$ cat src/rtl/fetch_pkg.sv
// Shared types and constants for the instruction fetch front end.
package fetch_pkg;

    localparam logic [31:0] RESET_ADDR_DEFAULT = 32'h0000_0000;
    localparam logic [31:0] INST_WORD_BYTES    = 32'd4;

    typedef struct packed {
        logic [31:0] inst;
        logic [31:0] pc;
        logic        trap;
    } fetch_entry_t;

endpackage

$ cat src/rtl/fetch_queue.sv
// In-order queue of fetched entries; a flush empties it and may load one entry at the same edge.
module fetch_queue
    import fetch_pkg::*;
#(
    parameter int DEPTH = 2,
    parameter int CNT_W = $clog2(DEPTH) + 1
) (
    input  logic             clk,
    input  logic             rst,
    input  logic             flush,
    input  logic             push,
    input  fetch_entry_t     push_entry,
    input  logic             pop,
    output fetch_entry_t     head,
    output logic [CNT_W-1:0] count
);

    localparam int PTR_W = $clog2(DEPTH);

    logic [PTR_W-1:0] rd_ptr;
    logic [PTR_W-1:0] wr_ptr;
    logic             pop_ok;
    fetch_entry_t     mem [DEPTH];

    assign pop_ok = pop && (count != '0);
    assign head   = mem[rd_ptr];

    always_ff @(posedge clk or posedge rst) begin
        if (rst) begin
            rd_ptr <= '0;
            wr_ptr <= '0;
            count  <= '0;
        end else if (flush) begin
            rd_ptr <= '0;
            wr_ptr <= PTR_W'(push);
            count  <= CNT_W'(push);
        end else begin
            if (push)
                wr_ptr <= wr_ptr + PTR_W'(1);
            if (pop_ok)
                rd_ptr <= rd_ptr + PTR_W'(1);
            count <= count + CNT_W'(push) - CNT_W'(pop_ok);
        end
    end

    // Storage is not reset; entries are only observed while count is non-zero.
    always_ff @(posedge clk) begin
        if (push)
            mem[flush ? '0 : wr_ptr] <= push_entry;
    end

endmodule

$ cat src/rtl/fetch_unit.sv
// Fetch front end: PC generation, credit-limited request issue, stale-response dropping and redirect handling.
module fetch_unit
    import fetch_pkg::*;
#(
    parameter logic [31:0] RESET_ADDR = RESET_ADDR_DEFAULT,
    parameter int          DEPTH      = 2
) (
    input  logic        i_clk,
    input  logic        i_rst,
    output logic        o_imem_req_valid,
    input  logic        i_imem_req_ready,
    output logic [31:0] o_imem_req_addr,
    input  logic        i_imem_rsp_valid,
    input  logic [31:0] i_imem_rsp_data,
    input  logic        i_redirect_valid,
    input  logic [31:0] i_redirect_pc,
    output logic        o_inst_valid,
    input  logic        i_inst_ready,
    output logic [31:0] o_inst,
    output logic [31:0] o_inst_pc,
    output logic        o_inst_trap
);

    localparam int CNT_W = $clog2(DEPTH) + 1;
    localparam int SUM_W = CNT_W + 1;

    logic [31:0]      fetch_pc;
    logic [31:0]      rsp_pc;
    logic [CNT_W-1:0] outstanding;
    logic [CNT_W-1:0] drop;
    logic [CNT_W-1:0] occupancy;
    logic             halted;

    logic             rsp_take;
    logic             req_fire;
    logic             misaligned;
    logic [SUM_W-1:0] credit_sum;
    logic             q_push;
    logic             q_pop;
    fetch_entry_t     q_entry;
    fetch_entry_t     head;

    // A response with nothing outstanding is a leftover from before reset.
    assign rsp_take   = i_imem_rsp_valid && (outstanding != '0);
    assign misaligned = (i_redirect_pc[1:0] != 2'b00);
    assign credit_sum = SUM_W'(occupancy) + SUM_W'(outstanding) - SUM_W'(drop);

    assign o_imem_req_valid = !i_rst && !halted && !i_redirect_valid &&
                              (credit_sum < SUM_W'(DEPTH));
    assign o_imem_req_addr  = fetch_pc;
    assign req_fire         = o_imem_req_valid && i_imem_req_ready;

    assign o_inst_valid = (occupancy != '0);
    assign o_inst       = o_inst_valid ? head.inst : 32'd0;
    assign o_inst_pc    = o_inst_valid ? head.pc   : 32'd0;
    assign o_inst_trap  = o_inst_valid ? head.trap : 1'b0;
    assign q_pop        = o_inst_valid && i_inst_ready;

    always_comb begin
        q_push  = 1'b0;
        q_entry = '{inst: i_imem_rsp_data, pc: rsp_pc, trap: 1'b0};
        if (i_redirect_valid) begin
            q_push  = misaligned;
            q_entry = '{inst: 32'd0, pc: i_redirect_pc, trap: 1'b1};
        end else begin
            q_push  = rsp_take && (drop == '0);
        end
    end

    always_ff @(posedge i_clk or posedge i_rst) begin
        if (i_rst) begin
            fetch_pc    <= RESET_ADDR;
            rsp_pc      <= RESET_ADDR;
            outstanding <= '0;
            drop        <= '0;
            halted      <= 1'b0;
        end else begin
            outstanding <= outstanding + CNT_W'(req_fire) - CNT_W'(rsp_take);
            if (i_redirect_valid) begin
                // Everything still in flight belongs to the abandoned path.
                drop     <= outstanding - CNT_W'(rsp_take);
                fetch_pc <= i_redirect_pc;
                rsp_pc   <= i_redirect_pc;
                halted   <= misaligned;
            end else begin
                if (req_fire)
                    fetch_pc <= fetch_pc + INST_WORD_BYTES;
                if (rsp_take) begin
                    if (drop != '0)
                        drop <= drop - CNT_W'(1);
                    else
                        rsp_pc <= rsp_pc + INST_WORD_BYTES;
                end
            end
        end
    end

    fetch_queue #(
        .DEPTH (DEPTH),
        .CNT_W (CNT_W)
    ) u_queue (
        .clk        (i_clk),
        .rst        (i_rst),
        .flush      (i_redirect_valid),
        .push       (q_push),
        .push_entry (q_entry),
        .pop        (q_pop),
        .head       (head),
        .count      (occupancy)
    );

endmodule

$ cat config.mk
export PLATFORM = sky130hd
export DESIGN_NAME = fetch_unit
export DESIGN_NICKNAME = d
export VERILOG_FILES = /design/src/rtl/fetch_pkg.sv /design/src/rtl/fetch_queue.sv /design/src/rtl/fetch_unit.sv
export SDC_FILE = /design/constraint.sdc
export NUM_CORES = 1
export LEC_CHECK = 0
export BUFFER_PORTS_ARGS = -buffer_cell sky130_fd_sc_hd__clkbuf_2
export CAP_MARGIN = 10
export CORE_MARGIN = 4
export CORE_UTILIZATION = 35
export DETAILED_ROUTE_END_ITERATION = 10
export GPL_TIMING_DRIVEN = 1
export PLACE_DENSITY = 0.59
export SYNTH_ARGS = -nofsm -noshare
export SYNTH_HDL_FRONTEND = slang
export SYNTH_SLANG_ARGS = --single-unit
$ cat constraint.sdc
create_clock -name i_clk -period 15.35 [get_ports i_clk]
set_input_delay 3.07 -clock i_clk [delete_from_list [all_inputs] [get_ports i_clk]]
set_output_delay 3.07 -clock i_clk [all_outputs]
set_load 0.1 [all_outputs]
# After elaboration in Yosys (flattened, before gate mapping)
# Memories as Yosys holds them, arrays and structs flattened.
# Index checks and enable logic that the tools add are counted.
dict set report totals {
  ff_bits 73
  latch_bits 0
  mem_bits_rw 130
  mem_bits_ro 0
  input_bits 70
  out_inout_bits 99
  memories 1
}
# name depth word_bits rd rd_clocked_by_memory_dff wr line
set mem_list {}
lappend mem_list {u_queue.mem 2 65 1 0 1 fetch_queue.sv:23} ;# fetch_entry_t mem [DEPTH];
dict set report op_classes {
  n_addsub 12
  n_mul 0
  n_div 0
  order_cmp 1
  eq_ne 1
  shift 0
  muxes 21
  bitwise_logic 0
  reduce_logical 23
}
# operator n
set op_table {}
lappend op_table {{$mux 32} 7}
lappend op_table {{$mux 65} 1}
lappend op_table {{$add 32x3->32 const B} 2}
lappend op_table {{$reduce_bool 2->1} 9}
lappend op_table {{$mux 1} 9}
lappend op_table {{$logic_and 1x1->1} 8}
lappend op_table {{$mux 2} 4}
lappend op_table {{$sub 2x1->2} 3}
lappend op_table {{$add 2x1->2} 2}
lappend op_table {{$reduce_and 2->1} 2}
lappend op_table {{$add 2x2->3} 1}
lappend op_table {{$logic_not 1->1} 3}
lappend op_table {{$lt 3x2->1 const B} 1}
lappend op_table {{$sub 3x2->3} 1}
lappend op_table {{$add 1x1->1 const B} 2}
lappend op_table {{$logic_not 2->1} 1}
lappend op_table {{$ne 2x2->1 const B} 1}
lappend op_table {{$sub 2x1->2 const B} 1}

# Depth between registers and ports, before layout
dict set report logic_depth {
  ltp_word 7
  depth_mapped 12
  mapped_depth_nobuf 11
}

# Hierarchy
# From an unflattened synthesis, not the netlist that was laid out.
dict set report hier_totals {
  cells_unflattened 839
  area_unflattened_um2 10118.5
}
# module instances cells_per_inst area_per_inst_um2 seq_area_each_um2
set modules_own_cells {}
lappend modules_own_cells {fetch_unit 1 616 5195.0 1726.7}
lappend modules_own_cells {fetch_queue 1 223 4923.5 4003.8}

# Worst setup path before layout
# OpenSTA, ideal clock, no wires.
dict set report synth_timing {
  path_kind {input-to-reg}
  from {in i_redirect_valid}
  to {mem u_queue.mem[0][0] (netlist bit) (enable)}
  setup_time_ns 0.568
  arrival_ns 8.187
  required_time_ns 14.782
  slack_ns 6.595
  stages 4
  cell_sequence {clkbuf_1 clkbuf_1 nor2_1 nor3_1}
}
dict set report synth_via {
  elab_chain_len 3
}
# item line
set synth_rtl {}
lappend synth_rtl {{start: declaration} fetch_unit.sv:15} ;# input logic i_redirect_valid,
lappend synth_rtl {{$mux 1} fetch_unit.sv:62} ;# if (i_redirect_valid) begin
lappend synth_rtl {{$mux 1} fetch_queue.sv:48} ;# if (push)
lappend synth_rtl {{$mux 1} fetch_queue.sv:49} ;# mem[flush ? '0 : wr_ptr] <= push_entry;
lappend synth_rtl {{end: declaration} fetch_queue.sv:23}
# Several ways; a longest one is shown, not always the timed one.

# Worst setup path after layout
dict set report layout_timing {
  from {in i_rst}
  to {out o_imem_req_valid}
}
dict set report layout_via {
  elab_chain_len 4
}
# item line
set layout_rtl {}
lappend layout_rtl {{start: declaration} fetch_unit.sv:9} ;# input logic i_rst,
lappend layout_rtl {{$logic_not 1->1 (no line)} -}
lappend layout_rtl {{$logic_and 1x1->1 (3 in series)} fetch_unit.sv:48} ;# assign o_imem_req_valid = !i_rst && !halted && !i_redirect_valid &&
lappend layout_rtl {{end: declaration} fetch_unit.sv:10} ;# output logic o_imem_req_valid,
# Every way passes these cells.

==> flow_summary.toml <==
[hold_path]
worstHoldStart = "rsp_pc[1]"
min_to = "rsp_pc[1]"
min_path_cells = 2
hp-class = "flop to flop"

[floorplan]
ios = 169
coreArea_um2 = 27860
fp.dieH_um = 176.1
rows = 61
start_util_pct = 35.50
fp.dieArea_um2 = 31010
die_w_um = 176.1

[clock_network]
h-tree-depth = 1
clock_path_buffers = 3
tritoncts = "built"
path_clk_slew_ns = 0.05
postCtsSetupBuffers = 0
ctsHoldBuffers = 0
cts_root_buf = "clkbuf_16"
worstSkewPairLatency_ns = 0.50
cts.sinks = 203
cts_made_buffers = 23
ctsResizeCount = 0

[yosys]
synth.yosys.warnings = 0
yosysSeqAreaShare_pct = 57.95
ys.flop_type = "edfxtp_1"
netlist_area_um2 = 9889
syn-num-nets = 939
yosysUniqueCellTypes = 60
ys_async_sr_fraction_pct = 35.96
synth-edff-count = 130
ys_ff_latch = 203
syn_area_per_cell_um2 = 11.53
syn_inst = 858

[final_layout]
final_area_um2 = 11720
syn_to_final_growth_pct = 18.51
fin_nets = 1091
seqCellArea_um2 = 5734
fill_cells = 2685
drive_above_1_share_pct = 23.90
antennaDiodeCount = 0
final_cell_mix = "clkbuf_2 (167), edfxtp_1 (130), nor2_1 (114)"
multi_input_area_um2 = 3872
utilization_pct = 42.07
instances_no_fill = 1403
final_common_cell = "clkbuf_2"

[setup_path]
path_buf_inv = 4
reg2reg_slack_ns = 11.62
path_depth = 5
cpMaxStageDelayCell = "buf_4"
cpMostUsedCell = "clkbuf_2"
r2r.worst_path.cells = 7
r2r_end = "o_imem_req_addr[31]"
crit_family = "buffers and inverters"
endpoint_kind = "output port"
cp.required_ns = 12.28
cp_cell_sequence = "clkbuf_2 -> inv_2 -> buf_4 -> and4_1 -> clkbuf_2"
r2r-start = "outstanding[1]"
crit_arrival_ns = 4.73
path_max_fanout = 74
critPathKind = "input pin to output port"
start_kind = "input pin"
crit_path_max_incr_delay_ns = 0.75

[route]
via_count = 7338
viasPerCell = 5.230
dr.pass1.iters = 4
ant_nets = 0
drc = 0
drt_iter0_drc = 444
wl_mm = 25.85
wl_per_cell_um = 18.42

[placement]
placed_cell_area_um2 = 11060
placed_cells = 1363
io_buffers = 168
dp_hpwl_mm = 17.17
place_congestion = 0.8065

[sta]
rsz0062_at_grt = "no"
skew_ns = 0.01606
setup_viol = 0
worst_pin_slew_ns = 1.000
maxSlewHeadroom_pct = 33.33
hold_slack_ns = 0.5332
slew_violations = 0
setup-tns-final_ns = 0
finalHoldViolCount = 0
fmax_mhz = 128.1
min_period_ns = 7.804
timing.final.crit_share_pct = 50.84

[global_route]
grt_pass1_wl_mm = 39.77
overflow = 0
grt_pass1_vias = 6983
grt_max_degree = 75
grtUsageTotal_pct = 16.01
antenna_found_initial = 0

[power_and_ir_drop]
p_int_mw = 1.133
p_per_area_nw_per_um2 = 193.9
p_sw_mw = 1.140
ir_drop_uv = 92.60
power_frac_seq_pct = 31.5
p_leak_nw = 4.600
power_switching_share_pct = 50.17
combPwrFrac_pct = 47.0
p_clk_share_pct = 21.4

[flow_run]
cap_violations = 0

[outcome]
status = "complete, no violations"
[power groups by stage]
stage	sequential (mW)	clock, mW	combinational, mW
after floorplan	0.774	0	0.834
after global placement	0.724	0	1.07
after detailed placement	0.727	0	1.08
after CTS	0.716	0.504	1.08
after global routing	0.726	0.525	1.12
final	0.716	0.487	1.07
[worst min-delay path, delay by kind of cell, from the launching register on]
kind	cells	cell delay, ns
buffers and inverters	1	0.06
AO/OA/AOI/OAI	1	0.07
flip-flops	1	0.36
[stage by stage]
step           setup slack [ns]  power, mW
2_1_floorplan             6.595      1.608
5_1_grt                   7.322      2.372
4_1_cts                   7.450      2.298
3_3_place_gp              7.462      1.798
6_report                  7.546      2.273
3_5_place_dp              7.459      1.802
[cells in the mapped netlist (2+ instances only)]
cell type	number	area share, %
ha_1	9	1.1
clkbuf_1	32	1.2
nand2_1	59	2.2
o21a_1	3	0.23
nor4_1	7	0.44
o211ai_1	4	0.30
and3_1	12	0.76
buf_6	3	0.34
a21oi_1	9	0.46
nor2_1	115	4.4
o211a_1	2	0.20
nand4_2	2	0.25
mux2i_1	66	6.7
xnor2_1	13	1.2
nor2b_1	39	2.5
edfxtp_1	130	39
or4_1	15	1.1
a211oi_1	14	1.1
buf_1	8	0.30
fa_1	2	0.40
buf_2	4	0.20
nand4_1	23	1.5
a31oi_1	20	1.3
or3_1	9	0.57
a311o_1	2	0.20
a211o_1	2	0.18
dfrtp_1	73	18
xor2_1	6	0.53
nor3_1	20	1.0
mux2_2	22	2.5
inv_1	18	0.68
and4_2	2	0.20
and2_1	9	0.57
o21ai_0	24	1.2
nand3_1	12	0.61
o31ai_1	15	1.1
a21o_1	3	0.23
and4_1	15	1.3
nand2b_1	6	0.38
a311oi_1	6	0.53
o31a_1	3	0.27
or4_4	2	0.23
[per-layer routing]
layer | global-route usage, % | part of all wire, %
met5 | 0 | 0
met4 | 3.054 | 1.3
met3 | 2.741 | 7.1
met2 | 24.52 | 44
met1 | 24.15 | 47
[cells by family (layout without fill, tap and decap cells)]
family / count (synthesis) / count (layout) / share of synthesized area (%)
adders and majority gates: 11 / 11 / 1.544
AOI/OAI and AO/OA: 112 / 112 / 7.705
xor gates and xnor gates: 20 / 20 / 1.847
muxes: 88 / 88 / 9.185
DFF: 203 / 203 / 57.95
buffers and inverters: 69 / 236 / 3.049
and+or+nand+nor: 355 / 355 / 18.72
[worst max path at each step]
stage | slack [ns] | to | from
6_report | 7.55 | o_imem_req_valid | i_rst
3_5_place_dp | 7.46 | o_imem_req_valid | i_rst
5_1_grt | 7.32 | o_imem_req_valid | i_rst
4_1_cts | 7.45 | o_imem_req_valid | i_rst
2_1_floorplan | 6.60 | u_queue.mem[0][0] | i_redirect_valid
3_3_place_gp | 7.46 | o_imem_req_valid | i_rst
[registers in the layout (all words and copies together), names as in the netlist]
signal           count
drop                 2
o_imem_req_addr     32
u_queue.mem        130
rsp_pc              32
u_queue.rd_ptr       1
u_queue.count        2
halted               1
u_queue.wr_ptr       1
outstanding          2
[layout make-up]
type / instances / area share, %
Multi-Input combinational cell: 586 / 33.04
Clock inverter: 12 / 0.4591
Tap cell: 378 / 4.035
Sequential cell: 203 / 48.93
Timing Repair Buffer: 177 / 7.772
Inverter: 19 / 0.6085
Clock buffer: 28 / 5.156
Note: power is estimated with default switching activity, not from simulation.
